File: config.mk
export PLATFORM = sky130hd
export DESIGN_NAME = qupls4_backout_sequencer_flat
export DESIGN_NICKNAME = d
export VERILOG_FILES = /design/src/rtl/qupls4_backout_sequencer_if.sv /design/src/rtl/qupls4_backout_sequencer.sv /design/src/flat_wrapper.sv
export SDC_FILE = /design/constraint.sdc
export NUM_CORES = 1
export LEC_CHECK = 0
export CORE_ASPECT_RATIO = 1.1
export CORE_MARGIN = 4
export CORE_UTILIZATION = 45
export DETAILED_ROUTE_END_ITERATION = 6
export GPL_TIMING_DRIVEN = 1
export MAX_ROUTING_LAYER = met4
export PLACE_DENSITY_LB_ADDON = 0.3
export SLEW_MARGIN = 10
export SYNTH_ARGS = -nofsm -noshare
export SYNTH_HDL_FRONTEND = slang
export SYNTH_SLANG_ARGS = --single-unit
File: constraint.sdc
create_clock -name clk -period 4.33 [get_ports clk]
set_clock_uncertainty 0.1 [all_clocks]
set_input_delay 0.6495 -clock clk [delete_from_list [all_inputs] [get_ports clk]]
set_output_delay 0.6495 -clock clk [all_outputs]
set_load 0.01 [all_outputs]
File: src/rtl/qupls4_backout_sequencer_if.sv
// Handshake bundle between the branch-resolution logic, the backout
// sequencer and the RAT restore port.
//   backout/br_rid/rob_tail : backout request and the ROB window it covers
//   flush                   : pipeline flush, aborts any walk in progress
//   rat_rdy                 : RAT accepts a restore this cycle
//   restore/restore_rid     : restore request and the ROB entry to back out
//   busy/done               : sequencer activity and completion pulse
// modport slave is the sequencer; modport master is its environment.
interface qupls4_backout_sequencer_if #(
    parameter int ROBW = 4
);
    logic            backout;
    logic [ROBW-1:0] br_rid;
    logic [ROBW-1:0] rob_tail;
    logic            flush;
    logic            rat_rdy;
    logic            restore;
    logic [ROBW-1:0] restore_rid;
    logic            busy;
    logic            done;

    modport master (
        output backout, br_rid, rob_tail, flush, rat_rdy,
        input  restore, restore_rid, busy, done
    );

    modport slave (
        input  backout, br_rid, rob_tail, flush, rat_rdy,
        output restore, restore_rid, busy, done
    );
endinterface

File: src/rtl/qupls4_backout_sequencer.sv
// Walks the ROB from the youngest entry down to the entry just after a
// resolved branch, asking the RAT to back out each destination mapping,
// one per accepted restore handshake.
//   clk : clock, all state updates on the rising edge
//   rst : asynchronous active-high reset
//   bus : qupls4_backout_sequencer_if.slave (request, RAT handshake, status)
// Status outputs are flops loaded from the next-state decode, so they are
// glitch-free and follow state exactly.
module qupls4_backout_sequencer #(
    parameter int ROB_ENTRIES = 16,
    parameter int ROBW        = $clog2(ROB_ENTRIES)
) (
    input  logic                          clk,
    input  logic                          rst,
    qupls4_backout_sequencer_if.slave     bus
);

    typedef enum logic [1:0] {
        IDLE = 2'd0,
        WALK = 2'd1,
        DONE = 2'd2
    } state_t;

    localparam logic [ROBW-1:0] ONE_C  = {{(ROBW-1){1'b0}}, 1'b1};
    localparam logic [ROBW-1:0] ZERO_C = {ROBW{1'b0}};

    state_t          state_r;
    state_t          state_s;
    logic [ROBW-1:0] cnt_r;
    logic [ROBW-1:0] cnt_s;
    logic [ROBW-1:0] ptr_r;
    logic [ROBW-1:0] ptr_s;
    logic            restore_r;
    logic            done_r;
    logic            busy_r;

    // Next-state, walk counter and walk pointer.
    always_comb begin
        state_s = state_r;
        cnt_s   = cnt_r;
        ptr_s   = ptr_r;
        case (state_r)
            IDLE: begin
                if (bus.flush) begin
                    state_s = IDLE;
                end else if (bus.backout) begin
                    // Entries strictly younger than the branch. Natural ROBW-bit
                    // wrap makes rob_tail == br_rid mean a full ROB.
                    cnt_s = bus.rob_tail - bus.br_rid - ONE_C;
                    ptr_s = bus.rob_tail - ONE_C;
                    if (cnt_s != ZERO_C) begin
                        state_s = WALK;
                    end else begin
                        state_s = DONE;
                    end
                end else begin
                    state_s = IDLE;
                end
            end
            WALK: begin
                // restore is high throughout WALK, so rat_rdy alone is the accept.
                if (bus.rat_rdy) begin
                    ptr_s = ptr_r - ONE_C;
                    cnt_s = cnt_r - ONE_C;
                    if (cnt_r == ONE_C) begin
                        state_s = DONE;
                    end else begin
                        state_s = WALK;
                    end
                end else begin
                    state_s = WALK;
                end
                // A flush still lets this cycle's accept update ptr/cnt above.
                if (bus.flush) begin
                    state_s = IDLE;
                end else begin
                    state_s = state_s;
                end
            end
            DONE: begin
                state_s = IDLE;
            end
            default: begin
                state_s = IDLE;
            end
        endcase
    end

    // State, walk registers and the registered status outputs.
    always_ff @(posedge clk or posedge rst) begin
        if (rst) begin
            state_r   <= IDLE;
            cnt_r     <= ZERO_C;
            ptr_r     <= ZERO_C;
            restore_r <= 1'b0;
            done_r    <= 1'b0;
            busy_r    <= 1'b0;
        end else begin
            state_r   <= state_s;
            cnt_r     <= cnt_s;
            ptr_r     <= ptr_s;
            restore_r <= (state_s == WALK);
            done_r    <= (state_s == DONE);
            busy_r    <= (state_s != IDLE);
        end
    end

    assign bus.restore     = restore_r;
    assign bus.restore_rid = ptr_r;
    assign bus.done        = done_r;
    assign bus.busy        = busy_r;

endmodule

File: src/flat_wrapper.sv
// flat-port wrapper written by rule: the top's interface ports become plain ports
module qupls4_backout_sequencer_flat 
#(
    parameter int ROB_ENTRIES = 16,
    parameter int ROBW        = $clog2(ROB_ENTRIES)
)
  (clk, rst, bus_backout, bus_br_rid, bus_rob_tail, bus_flush, bus_rat_rdy, bus_restore, bus_restore_rid, bus_busy, bus_done);
  qupls4_backout_sequencer_if #(.ROBW(ROBW)) bus_i ();
  input  logic clk;
  input  logic rst;
  input wire logic [$bits(bus_i.backout)-1:0] bus_backout;
  input wire logic [$bits(bus_i.br_rid)-1:0] bus_br_rid;
  input wire logic [$bits(bus_i.rob_tail)-1:0] bus_rob_tail;
  input wire logic [$bits(bus_i.flush)-1:0] bus_flush;
  input wire logic [$bits(bus_i.rat_rdy)-1:0] bus_rat_rdy;
  output wire logic [$bits(bus_i.restore)-1:0] bus_restore;
  output wire logic [$bits(bus_i.restore_rid)-1:0] bus_restore_rid;
  output wire logic [$bits(bus_i.busy)-1:0] bus_busy;
  output wire logic [$bits(bus_i.done)-1:0] bus_done;
  assign bus_i.backout = bus_backout;
  assign bus_i.br_rid = bus_br_rid;
  assign bus_i.rob_tail = bus_rob_tail;
  assign bus_i.flush = bus_flush;
  assign bus_i.rat_rdy = bus_rat_rdy;
  assign bus_restore = bus_i.restore;
  assign bus_restore_rid = bus_i.restore_rid;
  assign bus_busy = bus_i.busy;
  assign bus_done = bus_i.done;
  qupls4_backout_sequencer #(.ROB_ENTRIES(ROB_ENTRIES), .ROBW(ROBW)) u_core (.clk(clk), .rst(rst), .bus(bus_i));
endmodule
==> impl_metrics.yaml <==
outcome:
  status: "finished, final reports clean"
timing:
  tightest_slew_ns: 0.890
  max_freq_ghz: 0.406
  finalSetupViolCount: 0
  fin_tns_setup_ns: 0
  slew_violations: 0
  fin_crit_ns: 2.46
  finalCritPeriodShare: 0.569
  rsz0062_at_grt: "false"
  timing.slew.headroom: 0.405
  hold_viol: 0
floorplan:
  die_h_um: 53.4
  die-area_um2: 2630
  ios: 20
  rows: 16
  die_x_um: 49.3
  initial_core_util: 0.473
  core-area_um2: 1780
synthesis:
  synth.distinct_cells: 31
  yosys.area.top_type: "dfrtp_1"
  ys_seq_area_frac: 0.386
  synthArstFlopShare: 1.00
  synth_edf_count: 0
  synth.avg_cell_area_um2: 9.81
  yosysMostFrequentCell: "dfrtp_1"
  synth.area.top_cells: "dfrtp_1 (39%), ha_1 (8.9%), inv_1 (3.1%)"
  synth_area_um2: 843
  synth_top_area_share: 0.386
  synth_seq_cells: 13
  yosys_most_used_dff: "dfrtp_1"
  synthCells: 86
  syn_nets: 106
  synth_common_cells: "dfrtp_1 (13), inv_1 (7), nand2_1 (7)"
  yosysWarnings: 0
grt:
  grt_pass1_wl_um: 2900
  track_usage: 0.153
  grt_antenna_before_repair: 0
  grt_max_degree: 14
  overflow: 0
  first_global_vias: 730
clock_network:
  holdBufCountCts: 0
  cts_root_buf: "clkbuf_4"
  clock_sinks: 13
  cts_tree: "built"
  ctsResizeCount: 0
  cts_buffers: 3
  cts.path.max_buffers: 2
  post-cts-setup-buffers: 0
  h-tree-depth: 1
  cts.clk_slew.worst_paths_ns: 0.08
  clk_latency_ns: 0.28
detailed_routing:
  detail_route.wirelength_um: 1760
  wl_met2_um: 843
  num_vias: 713
  drc: 0
  viasPerCell: 5.70
  post_drt_wl_per_cell_um: 14.1
  met1Wirelength_um: 784
  first_pass_iters: 4
  wl_met3_um: 80
  drt_iter0_drc: 8
  routed.top_layer: "met4"
  final_antenna_net_count: 0
finish:
  layout.cells.non_filler: 125
  syn2layout_area_growth_pct: 27.2
  antenna_cells: 0
  n_fill_cell: 158
  num-nets-final: 128
  drive_above_1_share: 0.0748
critical_path:
  end_kind: "register"
  path_class: "in -> reg"
  start_kind: "input port"
  path_max_fanout: 3
  r2r_slack_ns: 2.06
  arrival_ns: 2.53
  required_ns: 4.40
hold_path:
  hp-class: "reg -> reg"
pwr:
  power.density_nw_per_um2: 487
  p_leak_uw: 0.000475
  ir_drop_uv: 334
placed_design:
  place.gp.congestion: 0.762
  placedCellCount: 121
  dp_hpwl_um: 1350
  portBuffers: 19
flow_run:
  cap_viol_max_count: 0
-- cells in the final DEF (no fill, tap or decap), types with 3 or more instances in the layout --
cell type | Yosys | routed
a21oi_1 | 5 | 5
clkbuf_4 | 0 | 3
clkdlybuf4s50_1 | 0 | 19
dfrtp_1 | 13 | 13
ha_1 | 6 | 6
inv_1 | 7 | 7
nand2_1 | 7 | 7
nand3_1 | 4 | 4
nor2_1 | 5 | 5
nor2b_1 | 3 | 3
nor3_1 | 4 | 4
o21ai_0 | 3 | 3
-- critical path, stage by stage --
cell,delay [ns]
clkdlybuf4s50_1,0.45
ha_1,0.25
fa_1,0.38
xor2_1,0.18
nor3_1,0.23
nor2b_1,0.10
a211o_2,0.30
-- final cells by class --
type                    instances  area (um2)  area share
clock buffers                   4        26.3      0.0245
inverters                       7        26.3      0.0245
multi-input cells              64         482       0.449
flip-flops and latches         13         325       0.303
well taps                      18        22.5      0.0210
repair buffers                 19         190       0.177
-- logic make-up (layout without fill, tap and decap cells) --
| group | count (synthesis) | count (layout) | synth area share |
|---|---|---|---|
| simple gates | 28 | 28 | 0.187 |
| compound gates | 23 | 23 | 0.206 |
| flops | 13 | 13 | 0.386 |
| buf+inv | 9 | 30 | 0.0430 |
| fa+ha+maj | 7 | 7 | 0.113 |
| xor+xnor | 4 | 4 | 0.0416 |
| mux | 2 | 2 | 0.0237 |
-- path summary, 6_finish.rpt --
kind / start / end / depth (start not counted)
setup / recovery: bus_rob_tail[0] / u_core.bus.restore$_DFF_PP0_ / 7
hold / removal: u_core.bus.restore_rid[1]$_DFFE_PP0P_ / u_core.bus.restore_rid[1]$_DFFE_PP0P_ / 2
setup reg to reg: u_core.state_r[0]$_DFF_PP0_ / u_core.bus.restore_rid[2]$_DFFE_PP0P_ / 7
hold reg to reg: u_core.bus.restore_rid[1]$_DFFE_PP0P_ / u_core.bus.restore_rid[1]$_DFFE_PP0P_ / 2
max in group asynchronous: rst / u_core.bus.restore_rid[1]$_DFFE_PP0P_ / 2
min in group asynchronous: rst / u_core.bus.busy$_DFF_PP0_ / 2
-- through the flow --
step                hold WS (ns)   util  area (um2)  power (uW)  setup slack [ns]
CTS                        0.448  0.602        1070         527              1.88
detailed placement         0.430  0.587        1050         448              1.58
global placement           0.421  0.587        1050         443              1.65
global route               0.480  0.602        1070         566              1.77
floorplan                  0.403      -         843         358              2.16
finish                     0.446  0.602        1070         522              1.87
-- flip-flops by register name, indices dropped and copies added (netlist names) --
signal,cells
u_core.state_r,2
u_core.bus.restore_rid,4
u_core.bus.restore,1
u_core.cnt_r,4
u_core.bus.busy,1
u_core.bus.done,1
-- power breakdown --
group | internal (uW) | switching [uW] | total (uW)
clock | 35.7 | 40.6 | 76.3
combinational | 121 | 118 | 239
sequential | 165 | 42.3 | 207
total | 321 | 201 | 522
-- layer usage --
layer  global-route usage  up-vias
li1                     -      350
met1                0.159      337
met2                0.266       22
met3               0.0225        4
met4                0.114        0
met5                    -        -
(Power assumes the default switching activity.)
